===== config.mk =====
export PLATFORM = sky130hd
export DESIGN_NAME = fix_fifo_drain_ctrl
export DESIGN_NICKNAME = d
export VERILOG_FILES = /design/src/rtl/fix_fifo_drain_ctrl.sv
export SDC_FILE = /design/constraint.sdc
export NUM_CORES = 1
export LEC_CHECK = 0
export CELL_PAD_IN_SITES_DETAIL_PLACEMENT = 1
export CELL_PAD_IN_SITES_GLOBAL_PLACEMENT = 1
export CORE_AREA = 2 2 241 243
export CTS_CLUSTER_DIAMETER = 150
export DETAILED_ROUTE_END_ITERATION = 8
export DIE_AREA = 0 0 243 245
export PLACE_DENSITY_LB_ADDON = 0.08
export SLEW_MARGIN = 5
export SYNTH_ARGS = -nofsm -noshare
export SYNTH_HDL_FRONTEND = slang
export SYNTH_SLANG_ARGS = --single-unit

===== constraint.sdc =====
create_clock -name clk -period 1.84 [get_ports clk]
set_input_delay 0.552 -clock clk [delete_from_list [all_inputs] [get_ports clk]]
set_output_delay 0.552 -clock clk [all_outputs]
set_load 0.05 [all_outputs]

===== src/rtl/fix_fifo_drain_ctrl.sv =====
// Read-side sequencer for the paired FIX tag/value FIFOs. Pops one tag and one
// value together, presents them as a registered pair on a valid/ready port,
// counts fields and messages, and flags tag/value FIFO desynchronisation.
module fix_fifo_drain_ctrl #(
    parameter logic [31:0] EOM_TAG      = 32'h0000_3130,
    parameter int unsigned SYNC_TIMEOUT = 16,
    parameter int unsigned CNT_W        = 8
) (
    input  logic             clk,
    input  logic             rst,
    input  logic             t_empty_i,
    input  logic             v_empty_i,
    input  logic [31:0]      tag_i,
    input  logic [255:0]     value_i,
    output logic             t_rd_cs_o,
    output logic             t_rd_en_o,
    output logic             v_rd_cs_o,
    output logic             v_rd_en_o,
    output logic             pair_valid_o,
    input  logic             pair_ready_i,
    output logic [31:0]      pair_tag_o,
    output logic [255:0]     pair_value_o,
    output logic             pair_last_o,
    output logic [CNT_W-1:0] field_cnt_o,
    output logic [15:0]      msg_cnt_o,
    output logic             sync_err_o,
    input  logic             clr_err_i
);

    localparam int unsigned ToW = $clog2(SYNC_TIMEOUT + 1);

    typedef enum logic [2:0] {
        StIdle,
        StPop,
        StCapture,
        StHold,
        StErr
    } state_e;

    state_e             r_state, w_state_d;
    logic [ToW-1:0]     r_to_cnt, w_to_cnt_d;
    logic               r_sync_err, w_sync_err_d;
    logic [CNT_W-1:0]   r_field_cnt, w_field_cnt_d;
    logic [15:0]        r_msg_cnt, w_msg_cnt_d;
    logic [31:0]        r_tag;
    logic [255:0]       r_value;
    logic               r_last;
    logic               w_both_avail;
    logic               w_flags_differ;

    assign w_both_avail   = !t_empty_i && !v_empty_i;
    assign w_flags_differ = t_empty_i != v_empty_i;

    // State, watchdog, error flag and counters
    always_ff @(posedge clk or negedge rst) begin
        if (!rst) begin
            r_state     <= StIdle;
            r_to_cnt    <= '0;
            r_sync_err  <= 1'b0;
            r_field_cnt <= '0;
            r_msg_cnt   <= '0;
        end else begin
            r_state     <= w_state_d;
            r_to_cnt    <= w_to_cnt_d;
            r_sync_err  <= w_sync_err_d;
            r_field_cnt <= w_field_cnt_d;
            r_msg_cnt   <= w_msg_cnt_d;
        end
    end

    // Next-state logic; the watchdog only runs in IDLE and restarts elsewhere
    always_comb begin
        w_state_d     = r_state;
        w_to_cnt_d    = '0;
        w_sync_err_d  = r_sync_err;
        w_field_cnt_d = r_field_cnt;
        w_msg_cnt_d   = r_msg_cnt;
        if (clr_err_i) begin
            // Drops any pair in flight without counting it; message count survives
            w_state_d     = StIdle;
            w_sync_err_d  = 1'b0;
            w_field_cnt_d = '0;
        end else begin
            unique case (r_state)
                StIdle: begin
                    if (w_flags_differ) begin
                        if (r_to_cnt == ToW'(SYNC_TIMEOUT - 1)) begin
                            w_sync_err_d = 1'b1;
                            w_state_d    = StErr;
                        end else begin
                            w_to_cnt_d = r_to_cnt + 1'b1;
                        end
                    end else if (w_both_avail && !r_sync_err) begin
                        w_state_d = StPop;
                    end
                end
                StPop:     w_state_d = StCapture;
                StCapture: w_state_d = StHold;
                StHold: begin
                    if (pair_ready_i) begin
                        if (r_last) begin
                            w_field_cnt_d = '0;
                            w_msg_cnt_d   = r_msg_cnt + 16'd1;
                        end else if (r_field_cnt != '1) begin
                            w_field_cnt_d = r_field_cnt + 1'b1;
                        end
                        w_state_d = w_both_avail ? StPop : StIdle;
                    end
                end
                StErr:   w_state_d = StErr;
                default: w_state_d = StIdle;
            endcase
        end
    end

    // Pair data register, loaded one cycle after the pop when FIFO data is valid
    always_ff @(posedge clk or negedge rst) begin
        if (!rst) begin
            r_tag   <= '0;
            r_value <= '0;
            r_last  <= 1'b0;
        end else if (r_state == StCapture) begin
            r_tag   <= tag_i;
            r_value <= value_i;
            r_last  <= (tag_i == EOM_TAG);
        end
    end

    // Both FIFOs are always read together, only in POP
    always_comb begin
        t_rd_cs_o    = (r_state == StPop);
        t_rd_en_o    = (r_state == StPop);
        v_rd_cs_o    = (r_state == StPop);
        v_rd_en_o    = (r_state == StPop);
        pair_valid_o = (r_state == StHold);
        pair_tag_o   = r_tag;
        pair_value_o = r_value;
        pair_last_o  = r_last;
        field_cnt_o  = r_field_cnt;
        msg_cnt_o    = r_msg_cnt;
        sync_err_o   = r_sync_err;
    end

endmodule


==> impl_metrics.toml <==
[sta]
worst_pin_slew_ns = 0.386
fin_setup_tns_ns = -1.67
clock_skew_ns = 0.0233
maxClockFrequency_ghz = 0.458
slew_viol_final = 0
min_period_ns = 2.18
setup_viol = 5
hold_slack_ns = 0.471
fin_ws_ns = -0.341
rsz0062_at_grt = "true"
hold_viol = 0
post-route-period-util_pct = 119
relSlewSlack_pct = 74.2

[worst_setup_path]
cp-start-kind = "register"
reg2reg_depth = 7
rr_endpoint = "msg_cnt_o[13]"
crit_top_cell = "buf_12"
slowest_stage = "dfrtp_1"
path_cells = "buf_6 -> nor3b_4 -> buf_12 -> buf_12"
max_stage_delay_ns = 0.39
cp_max_fo = 4
critPathArrivalTime_ns = 1.63
rrSetupSlack_ns = 0.01
critPathCaptureType = "output pin"
reg2reg_from = "r_state[2]"
crit_required_ns = 1.29
crit_start = "r_state[2]"
critical_path_class = "reg2out"

[placed_design]
dp_hpwl_um = 36800
dp_cells = 2195
io_buffer_count = 612
pre_cts_slack_ns = -0.467
placed_cell_area_um2 = 19800
gp_congestion = 0.764

[routing]
drtIter0Drc = 249
drtAntennaViolNets = 0
drt_wl_total_um = 47000
vias_per_cell = 4.07
drc = 0
wire_per_inst_um = 20.6
vias = 9277
dr.pass1.iters = 4

[global_route]
grt_pass1_wl_um = 69500
grt_use_met1_pct = 17.2
grt_pass1_vias = 10100
grt_util_met3_pct = 4.64
antenna_found_initial = 2
grt.busiest_layer = "met2"
grt_overflow = 0
use_met2_pct = 28.6
grtUsageTotal_pct = 15.6
grt_max_degree = 51

[power]
peakVddDrop_mv = 0.732
power_density_nw_per_um2 = 1760
p_leak_nw = 9.28

[synthesis]
syn_inst = 790
syn_nets = 1088
avgSynthCellArea_um2 = 15.9
synth_ff_type = "dfrtp_1"
yosysSeqAreaShare_pct = 64.1
syn_area_um2 = 12600
synth_edf_count = 0
ys_types = 38
ys_seq_elements = 322
ys_warn_count = 0
synthArstFlopShare_pct = 100

[floorplan]
core-area_um2 = 57000
fp-row-count = 88
ios = 613
die_w_um = 243
die_y_um = 245
die_area_um2 = 59500
initial_utilization_pct = 22.0

[clock_tree]
cts_buffer_depth = 3
cts_tree = "done"
cts_made_buffers = 42
clk_pin_slew_ns = 0.06
htreeDepth = 2
clock_sinks = 322
worstSkewPairLatency_ns = 0.58
cts-root-buf = "clkbuf_16"

[finish]
stdcell_area_um2 = 21300
syn2layout_area_growth_pct = 69.8
drive_above_1_share_pct = 37.0
n_fill_cell = 6060
final_nets = 1777
finalNonFillerCells = 2277

[job]
drv_cap = 0

[hold_path]
hold_class = "in2async"

[run_status]
status = "finished with violations"
violations = "setup timing"
## power breakdown
part,internal [W],switching [W]
logic,0.00591,0.0126
registers,0.00973,0.00136
clock network,0.00479,0.00321
## placed cells by master, fill, tap and decap left out, drive strengths merged, types with 3 or more instances in the layout
master,netlist,final
buf,40,391
dfrtp,322,322
clkdlybuf4s50,0,292
mux2,291,291
clkbuf,0,70
nand2,14,14
nor2,14,14
nor4,12,12
a21oi,10,10
nand3,10,10
xnor2,10,10
inv,7,10
nand4,9,9
a31oi,8,8
nor3,7,7
xor2,6,6
o21ai,5,5
ha,4,4
and4,3,3
nor3b,3,3
## metal layers
layer	vias to the layer above	part of all wire, %
li1	4204	-
met1	4736	37
met2	286	55
met3	51	6.4
met4	0	2.0
met5	-	0
## registers in the layout (all words and copies together), names as in the netlist
name and flops:
pair_value_o 256, pair_tag_o 32, msg_cnt_o 16, field_cnt_o 8
r_to_cnt 5, r_state 3, pair_last_o 1, sync_err_o 1
## cell usage after synthesis (3+ instances only)
cell | count | area share (%)
a21oi_1 | 10 | 0.40
a31oi_1 | 8 | 0.40
and4_1 | 3 | 0.21
buf_2 | 9 | 0.36
buf_4 | 7 | 0.42
buf_6 | 24 | 2.2
dfrtp_1 | 322 | 64
ha_1 | 4 | 0.40
inv_1 | 7 | 0.21
mux2_1 | 210 | 19
mux2_2 | 81 | 7.3
nand2_1 | 13 | 0.39
nand3_1 | 10 | 0.40
nand4_1 | 8 | 0.40
nor2_1 | 13 | 0.39
nor3_1 | 5 | 0.20
nor3b_1 | 3 | 0.18
nor4_1 | 11 | 0.55
o21ai_0 | 5 | 0.20
xnor2_1 | 10 | 0.70
xor2_1 | 6 | 0.42
## cell families (layout without fill, tap and decap cells)
group,after synthesis,after routing,share of synthesized area [%]
xor+xnor,16,16,1.12
simple gates,82,82,3.81
compound gates,28,28,1.33
other cells,0,2,0
buf+inv,47,767,3.14
fa+ha+maj,4,4,0.398
mux,291,291,26.1
flops,322,322,64.1
## worst max path at each step
stage / end / slack [ns]
CTS: t_rd_cs_o / -0.41
global route: t_rd_cs_o / -0.43
detailed placement: pair_last_o / -0.47
floorplan: t_rd_en_o / -0.05
global placement: pair_last_o / -0.44
finish: t_rd_cs_o / -0.34
## critical path, delay by kind of cell, from the launching register on
family | cells | cell delay [ns]
buf+inv | 3 | 0.42
flops | 1 | 0.39
simple gates | 1 | 0.24
## metrics by stage
step | power (W) | utilization, %
floorplan | 0.0227 | -
global placement | 0.0298 | 34.8
detailed placement | 0.0300 | 34.8
CTS | 0.0383 | 37.2
global route | 0.0393 | 37.4
finish | 0.0376 | 37.4
## final cells by class
type	instances	area (µm²)	area share [%]
sequential	322	8070	37.8
timing repair buffer	685	6760	31.7
multi-input combinational	421	4180	19.6
clock buffer	69	1290	6.06
tap	765	957	4.49
clock inverter	6	55.1	0.258
inverter	7	26.3	0.123
antenna	2	5.00	0.0235
## timing repair
item / 4_1_cts / 5_1_grt
hold buffers: 1 / 0
gates cloned: 0 / 1
endpoints found under the hold margin: 29 / 0
setup buffers: 8 / 1
resized for setup: 9 / 18
pin swaps: 3 / 3
endpoints found under the setup margin: 13 / 20
Note: power is estimated with default switching activity, not from simulation.
